### config.mk
export PLATFORM = sky130hd
export DESIGN_NAME = mem_stage
export DESIGN_NICKNAME = d
export VERILOG_FILES = /design/src/rtl/mem_stage.sv
export SDC_FILE = /design/constraint.sdc
export NUM_CORES = 1
export LEC_CHECK = 0
export ABC_AREA = 1
export CORE_MARGIN = 2
export CORE_UTILIZATION = 45
export DETAILED_ROUTE_END_ITERATION = 7
export GPL_ROUTABILITY_DRIVEN = 0
export PLACE_DENSITY = 0.86
export SKIP_LAST_GASP = 1
export SLEW_MARGIN = 0
export SYNTH_ARGS = -nofsm -noshare
export SYNTH_HDL_FRONTEND = slang
export SYNTH_SLANG_ARGS = --single-unit
### constraint.sdc
create_clock -name clk -period 16.1 [get_ports clk]
set_input_delay 3.22 -clock clk [delete_from_list [all_inputs] [get_ports clk]]
set_output_delay 3.22 -clock clk [all_outputs]
set_load 0.02 [all_outputs]
### src/rtl/mem_stage.sv
`default_nettype none
// ============================================================================
// Module   : mem_stage
// Purpose  : MEM pipeline stage. Takes the EX/MEM register outputs and drives
//            a req/ack data-memory port. A two-state stall FSM (IDLE/WAIT)
//            covers multi-cycle memory. Results go into the MEM/WB register,
//            and the branch decision and target are forwarded. The stage
//            flags misaligned accesses and memory timeouts.
// Ports    : clk, rst (async, active-high)
//            ex_*           - EX/MEM register outputs (control, data, tags)
//            dmem_*         - registered req/we/addr/wdata out; ack/rdata in
//            mem_stall      - combinational freeze request to the hazard unit
//            mem_*          - MEM/WB register, branch/target, debug tags
//            mem_misalign   - one-cycle pulse on a misaligned access
//            mem_err        - one-cycle pulse on a memory timeout abort
// Revision : 1.0 - initial release
// ============================================================================
module mem_stage #(
  parameter int TIMEOUT = 255
) (
  input  logic        clk,
  input  logic        rst,
  input  logic        ex_wreg,
  input  logic        ex_m2reg,
  input  logic        ex_wmem,
  input  logic [31:0] ex_aluR,
  input  logic [31:0] ex_inB,
  input  logic [4:0]  ex_destR,
  input  logic        ex_branch,
  input  logic [31:0] ex_pc,
  input  logic [3:0]  EXE_ins_type,
  input  logic [3:0]  EXE_ins_number,
  input  logic        dmem_ack,
  input  logic [31:0] dmem_rdata,
  output logic        dmem_req,
  output logic        dmem_we,
  output logic [31:0] dmem_addr,
  output logic [31:0] dmem_wdata,
  output logic        mem_stall,
  output logic        mem_wreg,
  output logic        mem_m2reg,
  output logic [31:0] mem_aluR,
  output logic [31:0] mem_rdata,
  output logic [4:0]  mem_destR,
  output logic        mem_branch,
  output logic [31:0] mem_pc,
  output logic [3:0]  MEM_ins_type,
  output logic [3:0]  MEM_ins_number,
  output logic        mem_misalign,
  output logic        mem_err
);

  typedef enum logic [0:0] {
    IDLE = 1'b0,
    WAIT = 1'b1
  } state_t;

  // Last WAIT count value before the access is abandoned.
  localparam logic [7:0] C_LAST_WAIT = 8'(TIMEOUT - 1);

  state_t     state, state_nxt;
  logic [7:0] r_cnt;

  logic w_acc;
  logic w_misal;
  logic w_pass;    // IDLE: instruction flows straight through (incl. misaligned bubble)
  logic w_start;   // IDLE: issue memory request, enter WAIT
  logic w_done;    // WAIT: ack received, retire the frozen instruction
  logic w_abort;   // WAIT: timeout reached without ack

  assign w_acc   = ex_m2reg | ex_wmem;
  assign w_misal = (ex_aluR[1:0] != 2'b00);

  always_ff @(posedge clk or posedge rst) begin
    if (rst) state <= IDLE;
    else     state <= state_nxt;
  end

  always_comb begin
    state_nxt = state;
    mem_stall = 1'b0;
    w_pass    = 1'b0;
    w_start   = 1'b0;
    w_done    = 1'b0;
    w_abort   = 1'b0;
    case (state)
      IDLE: begin
        if (w_acc && !w_misal) begin
          mem_stall = 1'b1;
          w_start   = 1'b1;
          state_nxt = WAIT;
        end else begin
          w_pass = 1'b1;
        end
      end
      WAIT: begin
        if (dmem_ack) begin
          w_done    = 1'b1;
          state_nxt = IDLE;
        end else if (r_cnt == C_LAST_WAIT) begin
          // Release the pipeline in the same cycle the abort is decided.
          w_abort   = 1'b1;
          state_nxt = IDLE;
        end else begin
          mem_stall = 1'b1;
        end
      end
      default: state_nxt = IDLE;
    endcase
    // The hazard unit must not see a freeze while the stage is being reset.
    if (rst) mem_stall = 1'b0;
  end

  always_ff @(posedge clk or posedge rst) begin
    if (rst) begin
      r_cnt <= 8'd0;
    end else if (state == WAIT && !dmem_ack) begin
      r_cnt <= r_cnt + 8'd1;
    end else begin
      r_cnt <= 8'd0;
    end
  end

  // Memory port
  always_ff @(posedge clk or posedge rst) begin
    if (rst) begin
      dmem_req   <= 1'b0;
      dmem_we    <= 1'b0;
      dmem_addr  <= 32'd0;
      dmem_wdata <= 32'd0;
    end else if (w_start) begin
      dmem_req   <= 1'b1;
      dmem_we    <= ex_wmem;
      dmem_addr  <= {ex_aluR[31:2], 2'b00};
      dmem_wdata <= ex_inB;
    end else if (w_done || w_abort) begin
      dmem_req <= 1'b0;
      dmem_we  <= 1'b0;
    end
  end

  // MEM/WB register, branch forwarding and status pulses
  always_ff @(posedge clk or posedge rst) begin
    if (rst) begin
      mem_wreg       <= 1'b0;
      mem_m2reg      <= 1'b0;
      mem_aluR       <= 32'd0;
      mem_rdata      <= 32'd0;
      mem_destR      <= 5'd0;
      mem_branch     <= 1'b0;
      mem_pc         <= 32'd0;
      MEM_ins_type   <= 4'd0;
      MEM_ins_number <= 4'd0;
      mem_misalign   <= 1'b0;
      mem_err        <= 1'b0;
    end else begin
      mem_misalign <= 1'b0;
      mem_err      <= 1'b0;
      if (w_pass || w_done || w_start) begin
        mem_aluR       <= ex_aluR;
        mem_destR      <= ex_destR;
        mem_pc         <= ex_pc;
        MEM_ins_type   <= EXE_ins_type;
        MEM_ins_number <= EXE_ins_number;
      end
      if (w_pass) begin
        // A misaligned access is squashed to a bubble instead of touching memory.
        mem_wreg     <= ex_wreg & ~w_acc;
        mem_m2reg    <= ex_m2reg & ~w_acc;
        mem_rdata    <= 32'd0;
        mem_branch   <= ex_branch;
        mem_misalign <= w_acc & w_misal;
      end else if (w_done) begin
        mem_wreg   <= ex_wreg;
        mem_m2reg  <= ex_m2reg;
        mem_rdata  <= ex_m2reg ? dmem_rdata : 32'd0;
        mem_branch <= ex_branch;
      end else if (w_start || w_abort) begin
        mem_wreg   <= 1'b0;
        mem_m2reg  <= 1'b0;
        mem_rdata  <= 32'd0;
        mem_branch <= 1'b0;
        mem_err    <= w_abort;
      end
    end
  end

endmodule
`default_nettype wire

======== After elaboration in Yosys (flattened, before gate mapping) ========
Cells that the tools add are included.
word-level totals
  input bits .............................. 148
  flip-flop bits (word level) ............. 187
cells by class
  mux-type cells .......................... 32
  bitwise gates (word level) .............. 6
  reductions and logical operators ........ 11
  add/subtract/negate cells ............... 1
  equal/unequal tests ..................... 1
operators by type and width
  kind                                          count
  2-to-1 mux 32 bit                             4
  2-to-1 mux 1 bit                              26
  adder 8 x 1 -> 8 bit (second input constant)  1
  equality test 8 bit (second input constant)   1
  2-to-1 mux 8 bit                              1
  logical OR 1 bit                              4
  nonzero test 2 bit                            2
  bitwise AND 1 bit                             3
  nonzero test 3 bit                            1
  logical AND 1 bit                             2
  zero test 1 bit                               2
  NOT 1 bit                                     2
  one-hot mux 1 bit (2 select lines)            1
  OR 1 bit                                      1

======== Logic depth before layout (Yosys ltp) ========
Gate-level depths: netlist of run 1.
  word-level depth ........................ 9
  depth in mapped cells ................... 9
  depth with buffers taken out ............ 7

======== Worst setup path after synthesis of run 1 ========
OpenSTA, ideal clock, no wires.
  path type ............................... in2out
  start point ............................. input port ex_m2reg
  end point ............................... output port mem_stall
  path slack .............................. 8833 ps
  arrival time ............................ 4047 ps
  stages on the path ...................... 7
  cells stage by stage .................... buf_4 inv_2 nand2_2 nand3_4 buf_6 buf_6 a21oi_2
on the way
  word-level cells in the longest chain between the ends .. 5
ends and longest elaborated chain
  element                             line  RTL
  start, declared                     24    input logic ex_m2reg,
  OR 1 bit                            71    assign w_acc = ex_m2reg | ex_wmem;
  logical AND 1 bit                   88    if (w_acc && !w_misal) begin
  2-to-1 mux 1 bit                    88
  one-hot mux 1 bit (2 select lines)  86    case (state)
  2-to-1 mux 1 bit                    111   if (rst) mem_stall = 1'b0;
  end, declared                       39    output logic mem_stall,
No other way between the ends.

======== Worst setup path in the final report of run 1 ========
Ends and elaborated chain as after synthesis.

==> reports/qor.yml, run 1 <==
status:
  status: "finished, final reports clean"
route:
  route.vias.total: 6326
  wl_met1_mm: 8.28
  wl_met3_mm: 1.40
  drtIter0Drc: 460
  viasPerCell: 4.79
  drtAntennaViolNets: 0
  top_layer: "met4"
  wire_per_inst_um: 15.6
  drt-total-wl_mm: 20.7
  wl_met2_mm: 10.4
  remaining_drc_errors: 0
  dr.pass1.iters: 5
global_routing:
  grt_pass1_wl_mm: 33.6
  grtUsageTotal: 0.246
  grt_pass1_vias: 6357
  antenna_found_initial: 0
  overflow: 0
  grt_max_degree: 116
floorplanning:
  fp.dieH_um: 131
  die_w_um: 131
  design.core.area_um2: 15800
  io_pins: 329
  die_area_um2: 17200
  num_rows: 46
  start_util: 0.460
power:
  power_frac_seq: 0.443
  switching_share: 0.292
  intPower_uw: 890
  p_leak_nw: 5.21
  switchingPower_uw: 367
  p_per_area_nw_per_um2: 113
  clock_power_share: 0.308
  ir_worst_vdd_v: 0.0000725
  p_comb_frac: 0.249
critical_path:
  reg2reg_slack_ns: 13.67
  path_class: "in -> out"
  cp.buffers_inverters: 4
  cp_top_family: "buffers and inverters"
  crit_path_cell_trace: "clkdlybuf4s50_1 > buf_4 > inv_2 > nand2_2 > nand3_4 > a21oi_2 > clkdlybuf4s50_1"
  cp_slowest_stage_delay_ns: 0.63
  crit_path_frequent_cell: "clkdlybuf4s50_1"
  end_kind: "output pin"
  arrival_ns: 5.09
  cp.required_ns: 12.88
  slowest_stage: "clkdlybuf4s50_1"
  path_max_fanout: 33
  crit_path_start_kind: "input pin"
cts:
  tritoncts: "built"
  cts_setup_buffers: 0
  cts.sinks: 187
  cts_resized: 0
  clk_pin_slew_ns: 0.06
  cts_max_level: 4
  root_buffer: "clkbuf_16"
  cts_made_buffers: 17
  cts_buffer_depth: 2
  hold_buffers: 0
  worst_skew_pair.late_latency_ns: 0.41
synth:
  synth_top_cell_by_area: "dfrtp_1"
  syn_inst: 787
  seq_area_frac_synth: 0.642
  synth.avg_cell_area_um2: 9.26
  synth_cell_types: 24
  yosys_register_bits: 187
  syn_area_um2: 7290
  yosys.area.top_type_share: 0.642
  yosys-top-cells-area: "dfrtp_1 64%, nand2_1 18%, o21ai_0 5.6%"
  ys_warn_count: 0
flow_run:
  maxCapViolations: 0
sta:
  fin_setup_tns_ns: 0
  fin_crit_ns: 8.31
  max_freq_ghz: 0.120
  tightest_slew_ns: 1.16
  grt_setup_unrepaired: "false"
  setup_viol: 0
  drv_slew: 0
  fin_ws_ns: 7.79
  fin_worst_skew_ns: 0.00756
  post-route-period-util: 0.516
  hold_viol: 0
  max_slew_margin: 0.225
cells_and_area:
  fin_nets: 1242
  area_growth_pct: 52.8
  antenna_cells: 0
  drive_above_1_share: 0.0416
  final_common_cell: "nand2_1"
  final_cell_mix: "351 x nand2_1, 326 x clkdlybuf4s50_1, 187 x dfrtp_1"
  fin_area_um2: 11100
place:
  place_area_um2: 10600
  post-place-ws_ns: 7.78
  portBuffers: 326
  place_hpwl_mm: 14.5
hold_path:
  hold_path.class: "reg -> reg"
==> state kept, by name, indices dropped and copies added (netlist names), 5 cells and up <==
name / cells
dmem_addr: 30
dmem_wdata: 32
mem_aluR: 32
mem_destR: 5
mem_pc: 32
mem_rdata: 32
r_cnt: 8
==> layer usage <==
layer | global-route usage | vias to the layer above
met5 | 0 | -
met4 | 0.0948 | 0
met3 | 0.0664 | 40
met2 | 0.415 | 253
met1 | 0.302 | 2974
li1 | - | 3059
==> worst min-delay path, cell delays in order (launching register included) <==
cell     delay [ns]
dfrtp_1        0.34
nand2_1        0.05
nand2_1        0.05
==> power groups by stage <==
| stage | sequential, mW | clock, mW | combinational (mW) |
|---|---|---|---|
| finish | 0.557 | 0.387 | 0.312 |
| detailed placement | 0.563 | 0 | 0.315 |
| floorplan | 0.632 | 0 | 0.0707 |
| global placement | 0.561 | 0 | 0.310 |
| CTS | 0.557 | 0.397 | 0.316 |
| global route | 0.563 | 0.417 | 0.334 |
==> worst paths after layout <==
kind | start | end | cells past startpoint
worst max-delay path | ex_m2reg | mem_stall | 7
worst min-delay path | MEM_ins_number[1]$_DFFE_PP0P_ | MEM_ins_number[1]$_DFFE_PP0P_ | 2
worst max register to register | state$_DFF_PP0_ | dmem_req$_DFFE_PP0P_ | 7
worst min register to register | MEM_ins_number[1]$_DFFE_PP0P_ | MEM_ins_number[1]$_DFFE_PP0P_ | 2
max in group asynchronous | rst | mem_aluR[5]$_DFFE_PP0P_ | 3
min in group asynchronous | rst | mem_pc[16]$_DFFE_PP0P_ | 2
==> stage by stage <==
step            util  power, mW  hold slack (ns)  std cells
3_5_place_dp   0.669      0.878            0.464       1289
5_1_grt        0.704       1.31            0.505       1321
3_3_place_gp   0.669      0.872            0.461       1289
6_report       0.704       1.26            0.475       1321
4_1_cts        0.704       1.27            0.482       1321
2_1_floorplan      -      0.702            0.462        788
==> synth_stat cells <==
cell type and count:
nor2_4 2, a31oi_1 1, a21oi_2 1, buf_2 12, buf_6 5, o21ai_1 11
nand3_1 43, nand2_1 351, nor2_1 9, nand3_4 1, xor2_1 1, inv_2 4
inv_1 37, conb_1 1, nand2_4 1, ha_1 2, nand4_1 1, dfrtp_1 187
buf_4 14, a21oi_1 4, o21ai_0 82, clkbuf_1 15, nand2_2 1, nor2_2 1
==> cell families (layout without fill, tap and decap cells) <==
logic type / Yosys count / after routing / share of synthesized area
simple gates: 410 / 410 / 0.225
flops: 187 / 187 / 0.642
compound gates: 99 / 99 / 0.0687
buf+inv: 87 / 404 / 0.0592
fa+ha+maj: 2 / 2 / 0.00343
other cells: 1 / 2 / 0.000515
xor+xnor: 1 / 1 / 0.00120
==> final cells by class <==
class / count / area (µm²)
Multi-Input combinational cell: 514 / 2180
Sequential cell: 187 / 4680
Fill cell: 1197 / 4690
Clock inverter: 11 / 97.6
Clock buffer: 21 / 450
Inverter: 41 / 159
Timing Repair Buffer: 331 / 3300
Tap cell: 216 / 270
No activity file was read; power rests on OpenSTA's default activity.
==> run 2: changes to the inputs <==
--- a/config.mk
+++ b/config.mk
@@ -7,10 +7,10 @@
 export LEC_CHECK = 0
 export ABC_AREA = 1
 export CORE_MARGIN = 2
-export CORE_UTILIZATION = 45
+export CORE_UTILIZATION = 38
 export DETAILED_ROUTE_END_ITERATION = 7
 export GPL_ROUTABILITY_DRIVEN = 0
-export PLACE_DENSITY = 0.86
+export PLACE_DENSITY = 0.77
 export SKIP_LAST_GASP = 1
 export SLEW_MARGIN = 0
 export SYNTH_ARGS = -nofsm -noshare
==> constraint.sdc (replaced) <==
create_clock -name clk -period 7.3 [get_ports clk]
set_input_delay 1.46 -clock clk [delete_from_list [all_inputs] [get_ports clk]]
set_output_delay 1.46 -clock clk [all_outputs]
set_load 0.02 [all_outputs]
==> run 2 against run 1 <==
Effect of this change: global-route usage decreased by 4.2 points; count of clock-buffer cells in the layout decreased by 4; setup slack got worse by 5.2 ns; sequential share of layout area decreased by 0.20 points; clock skew increased by 0.0021 ns; combinational power increased by 120%; first-iteration DRC count decreased by 40%; sequential power increased by 120%; final cell count increased by 1.4%; critical path type unchanged.
==> reports/qor.yml, run 2 (synthesis gave the netlist of run 1 again) <==
cts:
  cts_setup_buffers: 0  # unchanged
  cts_resized: 0  # unchanged
  hold_buffers: 0  # unchanged
  cts.sinks: 187  # unchanged
  cts_made_buffers: 17  # unchanged
  worst_skew_pair.late_latency_ns: 0.43  # was 0.41 ns
  cts_buffer_depth: 2  # unchanged
  cts_max_level: 4  # unchanged
  clk_pin_slew_ns: 0.07  # was 0.06 ns
  root_buffer: "clkbuf_16"  # unchanged
  tritoncts: "built"  # unchanged
route:
  wire_per_inst_um: 15.7  # was 15.6 µm
  wl_met1_mm: 8.92  # was 8.28 mm
  drtAntennaViolNets: 0  # unchanged
  top_layer: "met5"  # was met4
  remaining_drc_errors: 0  # unchanged
  drtIter0Drc: 277  # was 460
  wl_met2_mm: 10.3  # was 10.4 mm
  viasPerCell: 4.68  # was 4.79
  drt-total-wl_mm: 21.0  # was 20.7 mm
  route.vias.total: 6263  # was 6,326
  wl_met3_mm: 1.23  # was 1.40 mm
  dr.pass1.iters: 4  # was 5
floorplanning:
  design.core.area_um2: 18800  # was 15,800 µm²
  io_pins: 329  # unchanged
  fp.dieH_um: 142  # was 131 µm
  die_w_um: 142  # was 131 µm
  die_area_um2: 20300  # was 17,200 µm²
  num_rows: 50  # was 46
  start_util: 0.388  # was 0.460
global_routing:
  antenna_found_initial: 1  # was 0
  grt_pass1_wl_mm: 32.7  # was 33.6 mm
  grt_max_degree: 122  # was 116
  grt_pass1_vias: 6214  # was 6,357
  grtUsageTotal: 0.204  # was 0.246
  overflow: 0  # unchanged
critical_path:
  arrival_ns: 3.27  # was 5.09 ns
  crit_path_cell_trace: "clkdlybuf4s50_1 > buf_4 > inv_2 > nand2_2 > nand3_4 > a21oi_2 > clkdlybuf4s50_1"  # unchanged
  path_max_fanout: 33  # unchanged
  end_kind: "output pin"  # unchanged
  cp.required_ns: 5.84  # was 12.88 ns
  crit_path_frequent_cell: "clkdlybuf4s50_1"  # unchanged
  crit_path_start_kind: "input pin"  # unchanged
  slowest_stage: "clkdlybuf4s50_1"  # unchanged
  cp_slowest_stage_delay_ns: 0.62  # was 0.63 ns
  path_class: "in -> out"  # unchanged
power:
  p_leak_nw: 5.22  # was 5.21 nW
  p_comb_frac: 0.243  # was 0.249
  switching_share: 0.302  # was 0.292
  power_frac_seq: 0.435  # was 0.443
  switchingPower_uw: 852  # was 367 µW
  p_per_area_nw_per_um2: 252  # was 113 nW/µm²
  clock_power_share: 0.322  # was 0.308
  ir_worst_vdd_v: 0.000154  # was 0.0000725 V
  intPower_mw: 1.97  # was 890 µW
sta:
  drv_slew: 0  # unchanged
  fin_setup_tns_ns: 0  # unchanged
  fin_worst_skew_ns: 0.00964  # was 0.00756 ns
  fin_crit_ns: 4.73
  hold_viol: 0  # unchanged
  post-route-period-util: 0.648
  max_slew_margin: 0.215  # was 0.225
  grt_setup_unrepaired: "false"  # unchanged
  tightest_slew_ns: 1.17  # was 1.16 ns
  setup_viol: 0  # unchanged
  max_freq_ghz: 0.211
cells_and_area:
  fin_area_um2: 11200  # was 11,100 µm²
  area_growth_pct: 53.6  # was 52.8%
  final_cell_mix: "351 x nand2_1, 326 x clkdlybuf4s50_1, 187 x dfrtp_1"  # unchanged
  antenna_cells: 0  # unchanged
  nFillCells: 1622  # was 1,197
  fin_nets: 1242  # unchanged
  drive_above_1_share: 0.0443  # was 0.0416
  final_common_cell: "nand2_1"  # unchanged
place:
  place_area_um2: 10600  # about the same
  place_hpwl_mm: 14.4  # was 14.5 mm
  portBuffers: 326  # unchanged
flow_run:
  maxCapViolations: 0  # unchanged
status:
  status: "finished, final reports clean"  # unchanged
hold_path:
  hold_path.class: "reg -> reg"  # unchanged
run 2: cell count changes in the layout (fill, tap and decap cells not counted):
cell	delta
inv_8	+4
clkbuf_1	-3
inv_6	+5
clkinv_2	-3
clkbuf_8	-1
clkinv_4	-3
clkinvlp_4	+1
run 2: stage by stage:
step                hold slack, ns   util  power (mW)  instances  worst slack, ns
finish                       0.482  0.596        2.82       1339             2.57
global route                 0.496  0.596        2.95       1339             2.51
detailed placement           0.464  0.565        1.94       1307             2.57
floorplan                    0.462      -        1.55        788            0.755
CTS                          0.483  0.596        2.85       1339             2.57
global placement             0.461  0.565        1.92       1307             2.56
run 2: critical path: cells and delay by family:
| family | cells | cell delay (ns) |
|---|---|---|
| AOI/OAI and AO/OA | 1 | 0.14 |
| buffers and inverters | 4 | 1.48 |
| and+or+nand+nor | 2 | 0.18 |
run 2: worst paths after layout:
kind,from,endpoint,slack [ns],depth (start not counted)
setup / recovery,ex_m2reg,mem_stall,2.57,7
hold / removal,dmem_wdata[8]$_DFFE_PP0P_,dmem_wdata[8]$_DFFE_PP0P_,0.48,2
setup reg to reg,state$_DFF_PP0_,dmem_req$_DFFE_PP0P_,4.90,7
hold reg to reg,dmem_wdata[8]$_DFFE_PP0P_,dmem_wdata[8]$_DFFE_PP0P_,0.48,2
max in group asynchronous,rst,dmem_addr[27]$_DFFE_PP0P_,4.21,3
min in group asynchronous,rst,dmem_wdata[21]$_DFFE_PP0P_,1.67,2
run 2: power by group through the flow:
| stage | registers (mW) | logic (mW) | clock network (mW) |
|---|---|---|---|
| final | 1.23 | 0.686 | 0.907 |
| after global routing | 1.24 | 0.736 | 0.974 |
| after CTS | 1.23 | 0.695 | 0.929 |
| after detailed placement | 1.24 | 0.693 | 0 |
| after global placement | 1.24 | 0.683 | 0 |
| after floorplan | 1.39 | 0.156 | 0 |
run 2: area by class of cell:
type                       instances  area, µm²  area share
clock buffer                      17        425      0.0380
multi-input combinational        514       2180       0.195
tap                              234        293      0.0262
sequential                       187       4680       0.418
timing repair buffer             331       3300       0.295
inverter                          41        161      0.0144
clock inverter                    15        150      0.0134
run 2: routing by layer:
| layer | track usage | vias to the layer above |
|---|---|---|
| li1 | - | 3075 |
| met1 | 0.264 | 2944 |
| met2 | 0.335 | 207 |
| met3 | 0.0495 | 35 |
| met4 | 0.0750 | 2 |
| met5 | 0 | - |
